$ cat src/rtl/rcs_pkg.sv
// rcs_pkg -- shared types and sizing helpers for the rcs_serial subtractor.
//   rcs_state_t : controller states (IDLE, RUN, DONE)
//   ncyc_f      : number of slice cycles for a WIDTH/CHUNK pair
//   cnt_w_f     : width of the slice counter, never below 1 bit
package rcs_pkg;

  typedef enum logic [1:0] {
    IDLE = 2'd0,
    RUN  = 2'd1,
    DONE = 2'd2
  } rcs_state_t;

  function automatic int ncyc_f(input int width, input int chunk);
    return width / chunk;
  endfunction

  // A single-slice configuration still needs a 1-bit counter to be legal.
  function automatic int cnt_w_f(input int ncyc);
    return (ncyc > 1) ? $clog2(ncyc) : 1;
  endfunction

endpackage

$ cat src/rtl/rcs_chunk.sv
// rcs_chunk -- combinational CHUNK-bit full-subtractor slice.
// Macro RCS_ADDSUB_EN adds the op input that turns the slice into an adder.
// Ports:
//   a, b : slice operands
//   bin  : borrow-in (carry-in when op=1)
//   op   : 0 subtract, 1 add (only with RCS_ADDSUB_EN)
//   d    : slice result
//   bout : borrow-out (carry-out when op=1)
module rcs_chunk #(
  parameter int CHUNK = 4
) (
  input  logic [CHUNK-1:0] a,
  input  logic [CHUNK-1:0] b,
  input  logic             bin,
`ifdef RCS_ADDSUB_EN
  input  logic             op,
`endif
  output logic [CHUNK-1:0] d,
  output logic             bout
);

  logic [CHUNK-1:0] b_eff;
  logic             bin_eff;
  logic             inv;
  logic [CHUNK:0]   diff;

`ifdef RCS_ADDSUB_EN
  assign inv = op;
`else
  assign inv = 1'b0;
`endif

  // a + b + c == a - ~b - ~c (mod 2^CHUNK), and the borrow of the right-hand
  // form is the complement of the carry of the left-hand form, so the adder
  // reuses the subtractor by inverting b and both ends of the borrow chain.
  always_comb begin
    b_eff   = inv ? ~b : b;
    bin_eff = inv ? ~bin : bin;
    diff    = {1'b0, a} - {1'b0, b_eff} - {{CHUNK{1'b0}}, bin_eff};
    d       = diff[CHUNK-1:0];
    bout    = inv ? ~diff[CHUNK] : diff[CHUNK];
  end

endmodule

$ cat src/rtl/rcs_serial.sv
// rcs_serial -- multi-cycle ripple-borrow subtractor, d = a - b - bi,
// CHUNK bits per clock over WIDTH bits (NCYC = WIDTH/CHUNK slice cycles).
// Macro RCS_ADDSUB_EN adds op_i: op_i=1 computes d = a + b + bi instead.
// Ports:
//   clk_i, rstn_i            : clock (rising edge), async active-low reset
//   in_valid_i / in_ready_o  : operand handshake
//   a_i, b_i, bi_i           : minuend, subtrahend, borrow-in
//   op_i                     : 0 subtract, 1 add (only with RCS_ADDSUB_EN)
//   out_valid_o / out_ready_i: result handshake
//   d_o, bo_o, ovf_o         : difference, borrow-out, signed overflow
module rcs_serial
  import rcs_pkg::*;
#(
  parameter int WIDTH = 16,
  parameter int CHUNK = 4
) (
  input  logic             clk_i,
  input  logic             rstn_i,
  input  logic             in_valid_i,
  output logic             in_ready_o,
  input  logic [WIDTH-1:0] a_i,
  input  logic [WIDTH-1:0] b_i,
  input  logic             bi_i,
`ifdef RCS_ADDSUB_EN
  input  logic             op_i,
`endif
  output logic             out_valid_o,
  input  logic             out_ready_i,
  output logic [WIDTH-1:0] d_o,
  output logic             bo_o,
  output logic             ovf_o
);

  localparam int NCYC = ncyc_f(WIDTH, CHUNK);
  localparam int CW   = cnt_w_f(NCYC);
  localparam logic [CW-1:0] LAST = CW'(NCYC - 1);

  // Operands and result viewed as NCYC slices so cnt selects a slice directly.
  typedef logic [NCYC-1:0][CHUNK-1:0] slices_t;

  rcs_state_t       state_q, state_d;
  slices_t          a_q, b_q, res_q, res_nx;
  logic             borrow_q;
  logic [CW-1:0]    cnt_q;
  logic             op_q;
  logic             op_in;
  logic             accept;
  logic             last;
  logic [CHUNK-1:0] d_sl;
  logic             bout_sl;
  logic             a_msb, b_msb, d_msb;
  logic             ovf_nx;

`ifdef RCS_ADDSUB_EN
  assign op_in = op_i;
`else
  assign op_in = 1'b0;
`endif

  // Single shared slice, fed by the slice cnt currently points at.
  rcs_chunk #(
    .CHUNK (CHUNK)
  ) u_chunk (
    .a    (a_q[cnt_q]),
    .b    (b_q[cnt_q]),
    .bin  (borrow_q),
`ifdef RCS_ADDSUB_EN
    .op   (op_q),
`endif
    .d    (d_sl),
    .bout (bout_sl)
  );

  // Result with the current slice merged in; on the last slice this is the
  // complete answer, so the outputs load from it in the same edge.
  always_comb begin
    res_nx        = res_q;
    res_nx[cnt_q] = d_sl;
  end

  assign a_msb = a_q[NCYC-1][CHUNK-1];
  assign b_msb = b_q[NCYC-1][CHUNK-1];
  assign d_msb = res_nx[NCYC-1][CHUNK-1];

  always_comb begin
    if (op_q) ovf_nx = (a_msb == b_msb) && (d_msb != a_msb);
    else      ovf_nx = (a_msb != b_msb) && (d_msb != a_msb);
  end

  always_ff @(posedge clk_i or negedge rstn_i) begin
    if (!rstn_i) state_q <= IDLE;
    else         state_q <= state_d;
  end

  always_comb begin
    state_d     = state_q;
    in_ready_o  = 1'b0;
    out_valid_o = 1'b0;
    accept      = 1'b0;
    last        = 1'b0;
    case (state_q)
      IDLE: begin
        in_ready_o = 1'b1;
        if (in_valid_i) begin
          accept  = 1'b1;
          state_d = RUN;
        end
      end
      RUN: begin
        if (cnt_q == LAST) begin
          last    = 1'b1;
          state_d = DONE;
        end
      end
      DONE: begin
        out_valid_o = 1'b1;
        if (out_ready_i) state_d = IDLE;
      end
      default: state_d = IDLE;
    endcase
  end

  always_ff @(posedge clk_i or negedge rstn_i) begin
    if (!rstn_i) begin
      a_q      <= '0;
      b_q      <= '0;
      res_q    <= '0;
      borrow_q <= 1'b0;
      cnt_q    <= '0;
      op_q     <= 1'b0;
      d_o      <= '0;
      bo_o     <= 1'b0;
      ovf_o    <= 1'b0;
    end else if (accept) begin
      a_q      <= a_i;
      b_q      <= b_i;
      borrow_q <= bi_i;
      cnt_q    <= '0;
      op_q     <= op_in;
    end else if (state_q == RUN) begin
      res_q    <= res_nx;
      borrow_q <= bout_sl;
      cnt_q    <= last ? '0 : cnt_q + 1'b1;
      if (last) begin
        d_o   <= res_nx;
        bo_o  <= bout_sl;
        ovf_o <= ovf_nx;
      end
    end
  end

endmodule

$ cat config.mk
export PLATFORM = sky130hd
export DESIGN_NAME = rcs_serial
export DESIGN_NICKNAME = d
export VERILOG_FILES = /design/src/rtl/rcs_pkg.sv /design/src/rtl/rcs_chunk.sv /design/src/rtl/rcs_serial.sv
export SDC_FILE = /design/constraint.sdc
export NUM_CORES = 1
export LEC_CHECK = 0
export CAP_MARGIN = 20
export CORE_ASPECT_RATIO = 0.75
export CORE_MARGIN = 3
export CORE_UTILIZATION = 53
export CTS_CLUSTER_DIAMETER = 50
export CTS_CLUSTER_SIZE = 16
export DETAILED_ROUTE_END_ITERATION = 12
export PLACE_DENSITY = 0.8
export SLEW_MARGIN = 20
export SYNTH_ARGS = -nofsm -noshare
export SYNTH_HDL_FRONTEND = slang
export SYNTH_HIERARCHICAL = 1
export SYNTH_SLANG_ARGS = --single-unit
$ cat constraint.sdc
create_clock -name clk_i -period 4 [get_ports clk_i]
set_input_delay 1.2 -clock clk_i [delete_from_list [all_inputs] [get_ports clk_i]]
set_output_delay 1.2 -clock clk_i [all_outputs]
set_load 0.02 [all_outputs]
# ---- Word-level counts from Yosys, hierarchy flattened
# Index checks and enable logic that the tools add are counted.
dict set report classes {
  add_sub_neg 3
  order_cmp 2
  n_eq_ne 8
  mux 22
  bitwise 1
  n_reduce_logical 7
}
# cell n
set op_table {}
lappend op_table {{4-bit binary-select mux with 2-bit select} 2}
lappend op_table {{16-bit bitwise mux} 1}
lappend op_table {{2-bit two-way mux} 6}
lappend op_table {{4-bit two-way mux} 3}
lappend op_table {{4-bit demux with 2-bit select} 1}
lappend op_table {{1-bit two-way mux} 8}
lappend op_table {{2-bit != test, second input constant} 3}
lappend op_table {{2-bit case mux with 3 select lines} 1}
lappend op_table {{3-bit AND reduction} 2}
lappend op_table {{4-bit by 4-bit subtractor with 5-bit output} 1}
lappend op_table {{5-bit by 1-bit subtractor with 5-bit output} 1}
lappend op_table {{2-bit == test, second input constant} 2}
lappend op_table {{2-bit by 3-bit < comparator with 1-bit output, second input constant} 1}
lappend op_table {{2-bit by 1-bit adder with 2-bit output, second input constant} 1}
lappend op_table {{2-bit by 1-bit == test with 1-bit output, second input constant} 1}
lappend op_table {{2-bit by 1-bit greater-or-equal comparator with 1-bit output, second input constant} 1}
lappend op_table {{1-bit logical AND} 2}
lappend op_table {{2-bit logical NOT} 1}
lappend op_table {{1-bit != test} 2}
lappend op_table {{2-bit AND reduction} 1}
lappend op_table {{2-bit nonzero test} 1}
lappend op_table {{1-bit inverter} 1}
dict set report totals {
  regBits 71
  inputBits 37
  output_inout_bits 20
  elab_cells 61
}

# ---- Depth between registers and ports, before layout
dict set report logic_depth {
  word_depth 7
  depth_mapped 12
  ltp_nobuf 11
}

# ---- By module
# Netlist, hierarchy kept.
# mod n_inst cells_each area_per_inst_um2 seq_area_each_um2
set by_module_without_submodules {}
lappend by_module_without_submodules {rcs_serial 1 217 3114.2 1751.7}
lappend by_module_without_submodules {rcs_chunk 1 24 207.7 0.0}

# ---- Worst setup path before layout
# OpenSTA, ideal clock, no wires.
dict set report synth_path {
  kind {register to register}
  start {register cnt_q[0]}
  end {register ovf_o}
  setup_ps 84
  t_arrival_ps 3272
  required_time_ps 3916
  slack_ps 644
  path_stages_with_launch 12
  n_path_buf 1
  period_less_slack_ps 3356
  path_cell_list {dfrtp_1 > buf_2 > mux4_2 > fa_1 > inv_1 > ha_1 > o21ai_0 > nand3b_1 > xor2_1 > mux2i_1 > or3b_1 > a41oi_2}
}
dict set report synth_via {
  elab_chain_len 7
  elab_cells_between_ends 18
  classes_between {add/sub: 2; order compare: 2; eq/ne: 2; mux: 9; reduce/logical: 3}
}
# element line
set synth_lines {}
lappend synth_lines {{from (decl)} rcs_serial.sv:44} ;# logic [CW-1:0] cnt_q;
lappend synth_lines {{from (signal assigned)} rcs_serial.sv:143} ;# cnt_q <= last ? '0 : cnt_q + 1'b1;
lappend synth_lines {{4-bit binary-select mux with 2-bit select (on tied branches)} {rcs_serial.sv:64, rcs_serial.sv:65}}
lappend synth_lines {{4-bit two-way mux (on tied branches)} {rcs_serial.sv:64, rcs_serial.sv:65}}
lappend synth_lines {{4-bit by 4-bit subtractor with 5-bit output *} rcs_chunk.sv:39} ;# diff = {1'b0, a} - {1'b0, b_eff} - {{CHUNK{1'b0}}, bin_eff};
lappend synth_lines {{5-bit by 1-bit subtractor with 5-bit output *} rcs_chunk.sv:39}
lappend synth_lines {{net d_sl[3]} rcs_serial.sv:49} ;# logic [CHUNK-1:0] d_sl;
lappend synth_lines {{16-bit bitwise mux *} rcs_serial.sv:78} ;# res_nx[cnt_q] = d_sl;
lappend synth_lines {{1-bit != test *} rcs_serial.sv:87} ;# else ovf_nx = (a_msb != b_msb) && (d_msb != a_msb);
lappend synth_lines {{1-bit logical AND *} rcs_serial.sv:87}
lappend synth_lines {{to (signal assigned)} rcs_serial.sv:147} ;# ovf_o <= ovf_nx;
lappend synth_lines {{to (decl)} rcs_serial.sv:31} ;# output logic ovf_o
# The timed path passes the listed nets; every way through them passes the cells marked *. The select of a mux whose other input is x is not followed.
# A chain may end at the register's enable or synchronous reset.

# ---- Worst setup path after layout
# Ends and elaborated chain as after synthesis.

==> flow_metrics.py <==
metrics = {
    "synth": {
        "yosys_warnings": 6,
        "syn_nets": 291,
        "synth_edf_count": 0,
        "synth_area_per_cell_um2": 13.8,
        "synth_seq_area_share_pct": 52.7,
        "syn_inst": 241,
        "synth.most_common_cell": "dfrtp_1",
        "syn_area_um2": 3320,
        "yosys.area.top_type_share_pct": 52.7,
        "synth_area_leaders": "dfrtp_1 (53%), mux2_2 (15%), mux4_2 (5.4%), mux2i_1 (4.5%), ha_1 (4.1%)",
        "async_reset_ff_share_pct": 100,
        "synth-seq-cells": 70,
        "synth_area_leader_cell": "dfrtp_1",
        "synth_flop_cell": "dfrtp_1",
        "synthTopCellsByCount": "dfrtp_1 (70), mux2_2 (44), nand2_1 (19), o21ai_0 (16), mux2i_1 (15)",
        "synth_cell_types": 28,
    },
    "setup_path": {
        "cpLargestDelayFamily": "adder cells",
        "cp.arrival_ps": 3370,
        "crit_required_ps": 4260,
        "path_buf_inv": 2,
        "cp_max_fo": 8,
        "crit_chain": "mux4_2 > fa_1 > inv_1 > ha_1 > o21ai_0 > nand3b_1 > xor2_1 > buf_4 > mux2i_1 > or3b_1 > a41oi_2",
        "path_class": "register to register",
        "startpoint_type": "register",
        "critPathSlowestCell": "fa_1",
        "cpPeakStageDelay_ps": 570,
        "endpoint_kind": "register",
        "r2r_setup_slack_ps": 890,
    },
    "global_routing": {
        "grt_usage_pct": 18.2,
        "grt-ovfl-total": 0,
        "grt_pass1_vias": 2031,
        "grt_max_degree": 71,
        "antenna_found_initial": 0,
        "grt_pass1_wl_um": 10200,
    },
    "clock_network": {
        "clockRootBuffer": "clkbuf_8",
        "cts_setup_buffers": 0,
        "numCtsBuffers": 9,
        "cts_tree": "built",
        "cts_resized": 0,
        "cts.sinks": 70,
        "cts_hold_buf": 0,
        "clkLatencyLatePin_ps": 330,
        "clkTransAtPathRegs_ps": 70,
        "clockBufferDepth": 2,
        "h-tree-depth": 3,
    },
    "detailed_routing": {
        "vias_per_cell": 5.23,
        "vias": 1991,
        "wirelength_um": 5870,
        "drc": 0,
        "ant_nets": 0,
        "drt_iter0_markers": 82,
        "wl_per_cell_um": 15.4,
        "dr.pass1.iters": 4,
    },
    "run": {
        "maxCapViolations": 0,
    },
    "floorplan": {
        "core_area_um2": 5950,
        "die_w_um": 97.4,
        "dieHeight_um": 74.6,
        "rows": 24,
        "pin_count": 57,
        "initial_core_util_pct": 55.9,
        "die-area_um2": 7260,
    },
    "finish": {
        "fill_cells": 438,
        "final_cells": 381,
        "seq_area_um2": 1750,
        "drive_gt1_share_pct": 25.1,
        "final_nets": 349,
        "antennaDiodeCount": 0,
        "syn2layout_area_growth_pct": 22.9,
        "multi_input_area_um2": 1430,
    },
    "sta": {
        "finClkSkew_ps": 4.84,
        "slew_headroom_pct": 33.3,
        "max_freq_mhz": 322,
        "setup_viol": 0,
        "tns_ps": 0,
        "fin_ws_ps": 891,
        "timing.final.max_slew_violations": 0,
        "worst_pin_slew_ps": 997,
        "rsz0062_at_grt": "false",
        "finalHoldViolCount": 0,
        "period_share_pct": 77.7,
        "fin_crit_ps": 3110,
    },
    "status": {
        "status": "finished clean",
    },
    "place": {
        "gp_congestion": 0.742,
        "dpl.cell_count": 366,
        "dpl.hpwl_um": 4320,
        "post-place-ws_ps": 854,
        "port_buffers": 56,
    },
    "hold_path": {
        "hold_class": "register to register",
    },
}
logic make-up after synthesis:
family                   count (synthesis)  share of synthesized area (%)
AO/OA/AOI/OAI                           24                           4.52
XOR/XNOR                                 4                           1.05
adder cells (fa/ha/maj)                 13                           5.35
buffers and inverters                   25                           4.33
flip-flops                              70                           52.7
multiplexers                            72                           26.6
AND/OR/NAND/NOR                         33                           5.46
sequential cells by signal, summed over array words and instances, names as in the netlist:
name and count:
b_msb 1, a_msb 1, res_q 15, state_q 2, cnt_q 2, borrow_q 1, bo_o 1, b_q 15
d_o 16, a_q 15, ovf_o 1
worst register-to-register path, delay by kind of cell, from the launching register on:
family          cells  cell delay, ps
flops               1             480
mux                 2             660
compound gates      2             330
simple gates        2             490
fa+ha+maj           2             730
xor+xnor            1             140
buf+inv             2             210
metal layers:
layer	track usage (%)	wire, um	share of wire (%)	vias up
li1	-	-	-	953
met1	24.9	2780	47	979
met2	28.4	2700	46	52
met3	5.81	330	5.6	7
met4	5.53	59	1.0	0
met5	0	0	0	-
final timing paths:
path | start | endpoint | depth (start not counted)
max | cnt_q[0]$_DFFE_PN0P_ | ovf_o$_DFFE_PN0P_ | 11
min | d_o[4]$_DFFE_PN0P_ | d_o[4]$_DFFE_PN0P_ | 2
max reg2reg | cnt_q[0]$_DFFE_PN0P_ | ovf_o$_DFFE_PN0P_ | 11
min reg2reg | d_o[4]$_DFFE_PN0P_ | d_o[4]$_DFFE_PN0P_ | 2
max in group asynchronous | rstn_i | res_q[0]$_DFFE_PN0P_ | 2
min in group asynchronous | rstn_i | a_q[3]$_DFFE_PN0P_ | 2
through the flow:
step / hold slack (ps) / utilization, % / area (um2)
floorplan: 449 / - / 3320
global placement: 462 / 65.9 / 3920
detailed placement: 473 / 65.9 / 3920
CTS: 488 / 68.7 / 4080
global route: 508 / 68.7 / 4080
finish: 481 / 68.7 / 4080
placed cells by master, fill, tap and decap left out, types with 8 or more instances in the layout:
cell,instances
o21ai_0,16
clkbuf_8,11
mux4_2,8
clkdlybuf4s50_1,55
dfrtp_1,70
inv_1,11
ha_1,11
nand2_1,19
mux2_2,44
mux2i_1,15
cell type report:
| type | instances | share of cell area (%) |
|---|---|---|
| flip-flops and latches | 70 | 42.9 |
| multi-input cells | 146 | 35.1 |
| repair buffers | 61 | 14.5 |
| clock buffers | 14 | 3.98 |
| well taps | 78 | 2.39 |
| inverters | 11 | 1.01 |
| clock inverters | 1 | 0.123 |
Power is left out: the tool's default activity adds up to more than one toggle a clock period on the data nets, which glitch-free logic cannot reach.
